$ cat src/rtl/uart_rx_pkg.sv
// Shared types for the UART receive deframer.
// States, frame status bundle and default timing.
`timescale 1ns/1ps
package uart_rx_pkg;

    localparam int CLKS_PER_BIT_DEF = 16;

    typedef enum logic [2:0] {
        IDLE,
        START,
        DATA,
        PARITY,
        STOP
    } rx_state_t;

    typedef struct packed {
        logic parity_err;
        logic frame_err;
    } rx_status_t;

endpackage

$ cat src/rtl/uart_rx_sync.sv
// Two-flop synchronizer for the serial line.
// Also flags a falling edge of the synchronized line.
`timescale 1ns/1ps
module uart_rx_sync (
    input  logic clk,
    input  logic reset,
    input  logic rx_i,
    output logic rx_s_o,
    output logic fall_o
);

    // [0],[1] synchronize; [2] holds the previous synced value
    logic [2:0] sh_q;

    // Shift the line in; idle-high after reset
    always_ff @(posedge clk) begin
        if (!reset) begin
            sh_q <= 3'b111;
        end else begin
            sh_q <= {sh_q[1:0], rx_i};
        end
    end

    assign rx_s_o = sh_q[1];
    assign fall_o = sh_q[2] & ~sh_q[1];

endmodule

$ cat src/rtl/uart_rx_deframer.sv
// UART receive deframer: mid-bit sampling, parity/stop
// checks, and idle-gap based burst tagging.
`timescale 1ns/1ps
module uart_rx_deframer
    import uart_rx_pkg::*;
#(
    parameter int CLKS_PER_BIT  = CLKS_PER_BIT_DEF,
    parameter int DATA_W        = 8,
    parameter int BURST_W       = 4,
    parameter int PARITY_EN     = 1,
    parameter int PARITY_ODD    = 0,
    parameter int IDLE_GAP_BITS = 2
) (
    input  logic               clk,
    input  logic               reset,
    input  logic               rx_serial,
    output logic               valid,
    output logic [DATA_W-1:0]  data_out,
    output logic [BURST_W-1:0] burst_id,
    output logic               parity_err,
    output logic               frame_err,
    output logic               busy
);

    localparam int CW  = $clog2(CLKS_PER_BIT);
    localparam int BW  = (DATA_W > 1) ? $clog2(DATA_W) : 1;
    localparam int GAP = IDLE_GAP_BITS * CLKS_PER_BIT;
    localparam int IW  = $clog2(GAP + 1);

    localparam logic [CW-1:0] HALF_M1 = CW'(CLKS_PER_BIT / 2 - 1);
    localparam logic [CW-1:0] FULL_M1 = CW'(CLKS_PER_BIT - 1);
    localparam logic [BW-1:0] LAST    = BW'(DATA_W - 1);
    localparam logic [IW-1:0] GAP_CNT = IW'(GAP);
    localparam logic          ODD     = (PARITY_ODD != 0);
    localparam logic          PAR_ON  = (PARITY_EN != 0);

    logic rx_s;
    logic fall;

    uart_rx_sync u_sync (
        .clk    (clk),
        .reset  (reset),
        .rx_i   (rx_serial),
        .rx_s_o (rx_s),
        .fall_o (fall)
    );

    rx_state_t         state_q, state_d;
    logic [CW-1:0]     cnt_q, cnt_d;
    logic [BW-1:0]     bit_q, bit_d;
    logic [DATA_W-1:0] shift_q, shift_d;
    logic              perr_q, perr_d;
    logic [IW-1:0]     idle_q, idle_d;
    logic              gap_q, gap_d;
    logic [BURST_W-1:0] burst_q, burst_d;
    logic              valid_q, valid_d;
    logic [DATA_W-1:0] data_q, data_d;
    logic [BURST_W-1:0] bid_q, bid_d;
    rx_status_t        status_q, status_d;

    // State and output registers
    always_ff @(posedge clk) begin
        if (!reset) begin
            state_q  <= IDLE;
            cnt_q    <= '0;
            bit_q    <= '0;
            shift_q  <= '0;
            perr_q   <= 1'b0;
            idle_q   <= '0;
            gap_q    <= 1'b1;
            burst_q  <= '1;
            valid_q  <= 1'b0;
            data_q   <= '0;
            bid_q    <= '0;
            status_q <= '0;
        end else begin
            state_q  <= state_d;
            cnt_q    <= cnt_d;
            bit_q    <= bit_d;
            shift_q  <= shift_d;
            perr_q   <= perr_d;
            idle_q   <= idle_d;
            gap_q    <= gap_d;
            burst_q  <= burst_d;
            valid_q  <= valid_d;
            data_q   <= data_d;
            bid_q    <= bid_d;
            status_q <= status_d;
        end
    end

    // Next-state: frame sequencing, sampling, burst tracking
    always_comb begin
        state_d  = state_q;
        cnt_d    = cnt_q + 1'b1;
        bit_d    = bit_q;
        shift_d  = shift_q;
        perr_d   = perr_q;
        idle_d   = '0;
        gap_d    = gap_q;
        burst_d  = burst_q;
        valid_d  = 1'b0;
        data_d   = data_q;
        bid_d    = bid_q;
        status_d = status_q;
        unique case (state_q)
            IDLE: begin
                if (!rx_s) begin
                    idle_d = '0;
                end else if (idle_q != GAP_CNT) begin
                    idle_d = idle_q + 1'b1;
                end else begin
                    idle_d = idle_q;
                end
                if (idle_q == GAP_CNT) begin
                    gap_d = 1'b1;
                end
                if (fall) begin
                    state_d = START;
                    cnt_d   = '0;
                end
            end
            START: begin
                if (cnt_q == HALF_M1) begin
                    if (rx_s) begin
                        state_d = IDLE;
                    end else begin
                        state_d = DATA;
                        cnt_d   = '0;
                        bit_d   = '0;
                        perr_d  = 1'b0;
                        if (gap_q) begin
                            burst_d = burst_q + 1'b1;
                            gap_d   = 1'b0;
                        end
                    end
                end
            end
            DATA: begin
                if (cnt_q == FULL_M1) begin
                    cnt_d = '0;
                    shift_d = shift_q >> 1;
                    shift_d[DATA_W-1] = rx_s;
                    bit_d = bit_q + 1'b1;
                    if (bit_q == LAST) begin
                        state_d = PAR_ON ? PARITY : STOP;
                    end
                end
            end
            PARITY: begin
                if (cnt_q == FULL_M1) begin
                    cnt_d   = '0;
                    perr_d  = (^shift_q) ^ rx_s ^ ODD;
                    state_d = STOP;
                end
            end
            STOP: begin
                if (cnt_q == FULL_M1) begin
                    valid_d             = 1'b1;
                    data_d              = shift_q;
                    bid_d               = burst_q;
                    status_d.parity_err = perr_q;
                    status_d.frame_err  = ~rx_s;
                    state_d             = IDLE;
                end
            end
            default: state_d = IDLE;
        endcase
    end

    assign valid      = valid_q;
    assign data_out   = data_q;
    assign burst_id   = bid_q;
    assign parity_err = status_q.parity_err;
    assign frame_err  = status_q.frame_err;
    assign busy       = (state_q != IDLE);

endmodule
$ cat config.mk
export PLATFORM = sky130hd
export DESIGN_NAME = uart_rx_deframer
export DESIGN_NICKNAME = d
export VERILOG_FILES = /design/src/rtl/uart_rx_pkg.sv /design/src/rtl/uart_rx_sync.sv /design/src/rtl/uart_rx_deframer.sv
export SDC_FILE = /design/constraint.sdc
export NUM_CORES = 1
export LEC_CHECK = 0
export CAP_MARGIN = 5
export CORE_ASPECT_RATIO = 1.75
export CORE_MARGIN = 5
export CORE_UTILIZATION = 30
export CTS_CLUSTER_DIAMETER = 150
export CTS_CLUSTER_SIZE = 30
export DETAILED_ROUTE_END_ITERATION = 12
export PLACE_DENSITY = 0.53
export SYNTH_ARGS = -nofsm -noshare
export SYNTH_HDL_FRONTEND = slang
export SYNTH_SLANG_ARGS = --single-unit
$ cat constraint.sdc
create_clock -name clk -period 2.65 [get_ports clk]
set_input_delay 0.3975 -clock clk [delete_from_list [all_inputs] [get_ports clk]]
set_output_delay 0.3975 -clock clk [all_outputs]
set_load 0.005 [all_outputs]
==> Yosys cells after proc, flatten, opt, wreduce, memory -nomap -nowiden <==
Index checks and enable logic that the tools add are counted.
{ "word_totals": {"reg_bits": 48, "in_bits": 3} }
{ "classes": {"n_reduce_logical": 16, "eq_ne": 17, "n_mux": 24, "addsub": 4, "bitwise": 3} }
{ "ops": {"columns": ["operator", "n"], "rows": [
  ["$mux 3", 9],
  ["$mux 4", 4],
  ["$ne 2x2->1 const B", 8],
  ["$reduce_and 4->1", 4],
  ["$pmux 3 s5", 1],
  ["$pmux 4 s3", 1],
  ["$add 4x1->4 const B", 2],
  ["$reduce_xor 8->1", 1],
  ["$add 6x1->6 const B", 1],
  ["$eq 3x2->1 const B", 2],
  ["$eq 3x3->1 const B", 2],
  ["$eq 6x6->1 const B", 1],
  ["$ne 6x6->1 const B", 1],
  ["$pmux 3 s2", 1],
  ["$reduce_and 2->1", 3],
  ["$reduce_and 6->1", 1],
  ["$reduce_bool 2->1", 3],
  ["$mux 1", 5],
  ["$eq 4x3->1 const B", 1],
  ["$eq 4x4->1 const B", 1],
  ["$pmux 1 s2", 2],
  ["$add 3x1->3 const B", 1],
  ["$eq 3x1->1 const B", 1],
  ["$logic_not 3->1", 1],
  ["other kinds (7)", 7]
]} }

==> Depth between registers and ports, before layout <==
{ "depth": {"word_depth": 4, "mapped_depth": 8, "ltp_nobuf": 6} }

==> Cells and area by module <==
From an unflattened synthesis, not the netlist that was laid out.
{ "unflattened": {"hier_cells": 216, "area_unflattened_um2": 2054.5} }
{ "modules_own_cells": {"columns": ["module", "instances", "seq_area_each_um2", "area_each_um2", "cells_per_inst"], "rows": [
  ["uart_rx_deframer", 1, 900.9, 1969.4, 209],
  ["uart_rx_sync", 1, 60.1, 85.1, 7]
]} }

==> Worst setup path before layout <==
No wires, ideal clock.
{ "synth_timing": {"path_type": "reg2reg", "startpoint": "register cnt_q[0]", "endpoint": "register cnt_q[3]", "setup_ps": 135, "setup_slack_ps": 1087, "path_stages_with_launch": 7, "required_time_ps": 2515, "arrival_ps": 1428, "period_less_slack_ps": 1563, "path_cell_list": "dfxtp_1 -> ha_1 -> and3_1 -> buf_2 -> nor2b_1 -> o41ai_1 -> nor2_1"} }
{ "synth_via": {"elab_chain_cells": 4, "elab_cells_between_ends": 8} }
{ "synth_lines": {"columns": ["element", "line", "rtl"], "rows": [
  ["start: declaration", "uart_rx_deframer.sv:49", "logic [CW-1:0] cnt_q, cnt_d;"],
  ["start signal: assignment", "uart_rx_deframer.sv:78", "cnt_q <= cnt_d;"],
  ["$add 4x1->4", "uart_rx_deframer.sv:95", "cnt_d = cnt_q + 1'b1;"],
  ["$mux 4", "uart_rx_deframer.sv:125", "if (rx_s) begin"],
  ["$mux 4", "uart_rx_deframer.sv:124", "if (cnt_q == HALF_M1) begin"],
  ["$pmux 4 s3 (*)", "uart_rx_deframer.sv:106", "unique case (state_q)"]
]} }
Every way passes the cells marked *; elsewhere a longest branch is shown, timed or not.
A chain may end at the register's enable or synchronous reset.

==> Worst setup path in the final report <==
{ "layout_timing": {"startpoint": "register state_q[2]", "endpoint": "output busy"} }
{ "layout_via": {"elab_chain_cells": 1} }
{ "layout_lines": {"columns": ["element", "line", "rtl"], "rows": [
  ["start: declaration", "uart_rx_deframer.sv:48", "rx_state_t state_q, state_d;"],
  ["start signal: assignment", "uart_rx_deframer.sv:77", "state_q <= state_d;"],
  ["$reduce_bool 3->1", "uart_rx_deframer.sv:176", "assign busy = (state_q != IDLE);"],
  ["end: declaration", "uart_rx_deframer.sv:22", "output logic busy"]
]} }
No other way between the ends.

==> run summary <==
Iteration-0 DRC Markers - 90
EDFF count, synth - 0
Max Cap Violations - 0
Warnings, synthesis - 0
DP Wirelength - 3140 um
Slew @ Worst Pin - 0.628 ns
FILL cells - 733
Status - finished, final reports clean
Number of CTS-inserted buffers - 5
Clock latency on the worst-skew pair - 0.29 ns
Yosys cell types - 39
Pwr Density - 626 nW/um2
# setup viols final - 0
Grt total ovfl - 0
Top cell type's share of synthesized area - 46.7%
Leading area contributor after synthesis - dfxtp_1
1st-pass router iterations - 4
Vias in the first global route - 1,615
GRT Total Usage - 10.9%
Root buffer cell - clkbuf_16
Worst Skew - 0.00343 ns
Fin nets - 260
Sw power - 318 uW
Period utilization - 78.8%
Antenna diodes - 0
Maximum clock frequency - 479 MHz
WP data arrival - 1.69 ns
PortBufs - 18
Slew HR - 58.1%
Fin. Hold Viols - 0
Commonest cells after routing, fill and taps aside - 52 x nand2_1, 48 x dfxtp_1, 26 x a21oi_1, 18 x clkdlybuf4s50_1, 15 x nor2_1
Die height - 120 um
CTS resizes - 0
Minimum clock period - 2.09 ns
Critical path cell sequence - nor3_1 > inv_1 > clkdlybuf4s50_1
Post-Syn Area - 2060 um2
Fin worst setup slack - 0.563 ns
Commonest non-fill, non-tap cell in the layout - nand2_1
Post-CTS Setup Bufs - 0
Comb power frac - 3.8%
Min Hold Slack - 0.428 ns
Global-route wire length before repair - 7450 um
Clk pwr share - 48.1%
Synthesis-to-layout area growth - 20.1%
Fin util - 36.3%
Placer Congestion - 0.816
Initial core utilization - 30.3%
Die area - 8690 um2
Clk pin slew, worst setup/hold paths - 0.06 ns
Startpoint Class - flip-flop
RSZ-0062 raised after global routing - false
Sink Count - 48
Synth area leaders - dfxtp_1 47%, nand2_1 9.5%, a21oi_1 6.3%
CTS tree - done
DRC - 0
Pre-CTS setup slack - 0.812 ns
Largest net degree at the start of global routing - 18
Flop pwr share - 48.1%
H-tree Lvls - 2
Worst EP required - 2.25 ns
HP Class - reg2reg
Slowest stage delay, CP - 0.46 ns
Initial antenna violation count - 0
Endpoint class of the critical path - output pin
Sequential cell area fraction in the yosys report - 46.7%
Syn_area_per_cell - 8.69 um2
Die W - 72.6 um
Total I/O pin count - 19
Ys flop type - dfxtp_1
Post-synth ARST share - 0%
Max Slew Vio Count - 0
Standard-cell rows - 40
Slowest CP cell - nor3_1
Core Region - 6810 um2
Crit path buf inv count - 2
DR vias - 1,564
Drt total wl - 4230 um
#FFs+latches synth - 48
Mapped Cells - 237
Peak VDD IR - 0.356 mV
Critical-path maximum fanout - 11
Vias per inst - 4.65
Post-DRT Antenna Nets - 0
WS Path Type - reg2out
Routed len/inst - 12.6 um
Largest delay share family, worst path - buffers and inverters
Share of post-route cells with drive strength above 1 - 5.95%
Final TNS setup - 0 ns
Cts hold-fix bufs - 0
Max Root-Sink Buffers - 2
Internal - 1.23 mW
Sw frac - 20.6%
Synth Net Count - 246
Pleak - 0.878 nW
## final cells by class
cell class | instances | area (um2) | area share [%]
multi-input combinational | 168 | 1000 | 40.6
sequential | 48 | 961 | 38.8
timing repair buffer | 20 | 195 | 7.89
clock buffer | 6 | 139 | 5.61
tap | 84 | 105 | 4.25
clock inverter | 2 | 38.8 | 1.57
inverter | 8 | 30.0 | 1.21
## kinds of logic (layout without fill, tap and decap cells)
family	after synthesis	count (layout)	share of synthesized area, %
flip-flops	48	48	46.7
AO/OA/AOI/OAI	42	42	12.0
buffers and inverters	21	36	4.56
AND/OR/NAND/NOR	101	101	24.3
multiplexers	2	2	0.972
adder cells (fa/ha/maj)	6	6	3.65
XOR/XNOR	17	17	7.90
## routing by layer
metal / part of all wire [%] / track usage, % / up-vias / wire [um]
li1: - / - / 822 / -
met1: 40 / 11.5 / 711 / 1690
met2: 55 / 20.0 / 22 / 2310
met3: 2.8 / 2.01 / 9 / 119
met4: 2.7 / 5.20 / 0 / 114
met5: 0 / 0 / - / 0
## registers in the layout (all words and copies together), names as in the netlist
signal / count
perr_q: 1
data_out: 8
u_sync.sh_q: 3
state_q: 3
idle_q: 6
frame_err: 1
burst_q: 4
valid: 1
parity_err: 1
cnt_q: 4
burst_id: 4
shift_q: 8
gap_q: 1
bit_q: 3
## per-stage QoR
stage	std cells	area, um2	total power, mW
2_1_floorplan	237	2060	0.802
3_3_place_gp	328	2300	0.820
3_5_place_dp	328	2300	0.821
4_1_cts	336	2470	1.57
5_1_grt	336	2470	1.60
6_report	336	2470	1.55
## path summary, 6_finish.rpt
check	depth (start not counted)	start	end	slack, ns
worst max-delay path	3	state_q[2]	busy	0.56
worst min-delay path	1	u_sync.sh_q[0]	u_sync.sh_q[1]	0.43
worst max register to register	5	cnt_q[0]	frame_err	0.85
worst min register to register	1	u_sync.sh_q[0]	u_sync.sh_q[1]	0.43
## power groups by stage
stage                     Combinational (mW)  Clock [mW]  Sequential (mW)
after CTS                             0.0599       0.764            0.744
after global placement                0.0586           0            0.761
after detailed placement              0.0596           0            0.761
final                                 0.0585       0.745            0.745
after global routing                  0.0671       0.785            0.746
after floorplan                       0.0468           0            0.755
## synthesized netlist by cell type (3+ instances only)
| cell | count |
|---|---|
| clkbuf_1 | 4 |
| dfxtp_1 | 48 |
| xnor2_1 | 12 |
| nand2_1 | 52 |
| nor2_1 | 15 |
| nor3_1 | 3 |
| buf_2 | 6 |
| a21oi_1 | 26 |
| nand2b_1 | 4 |
| xor2_1 | 4 |
| ha_1 | 6 |
| nor2b_1 | 3 |
| inv_1 | 8 |
| nand3_1 | 8 |
| and3_1 | 3 |
| o21ai_0 | 4 |
Note: power is estimated with default switching activity, not from simulation.
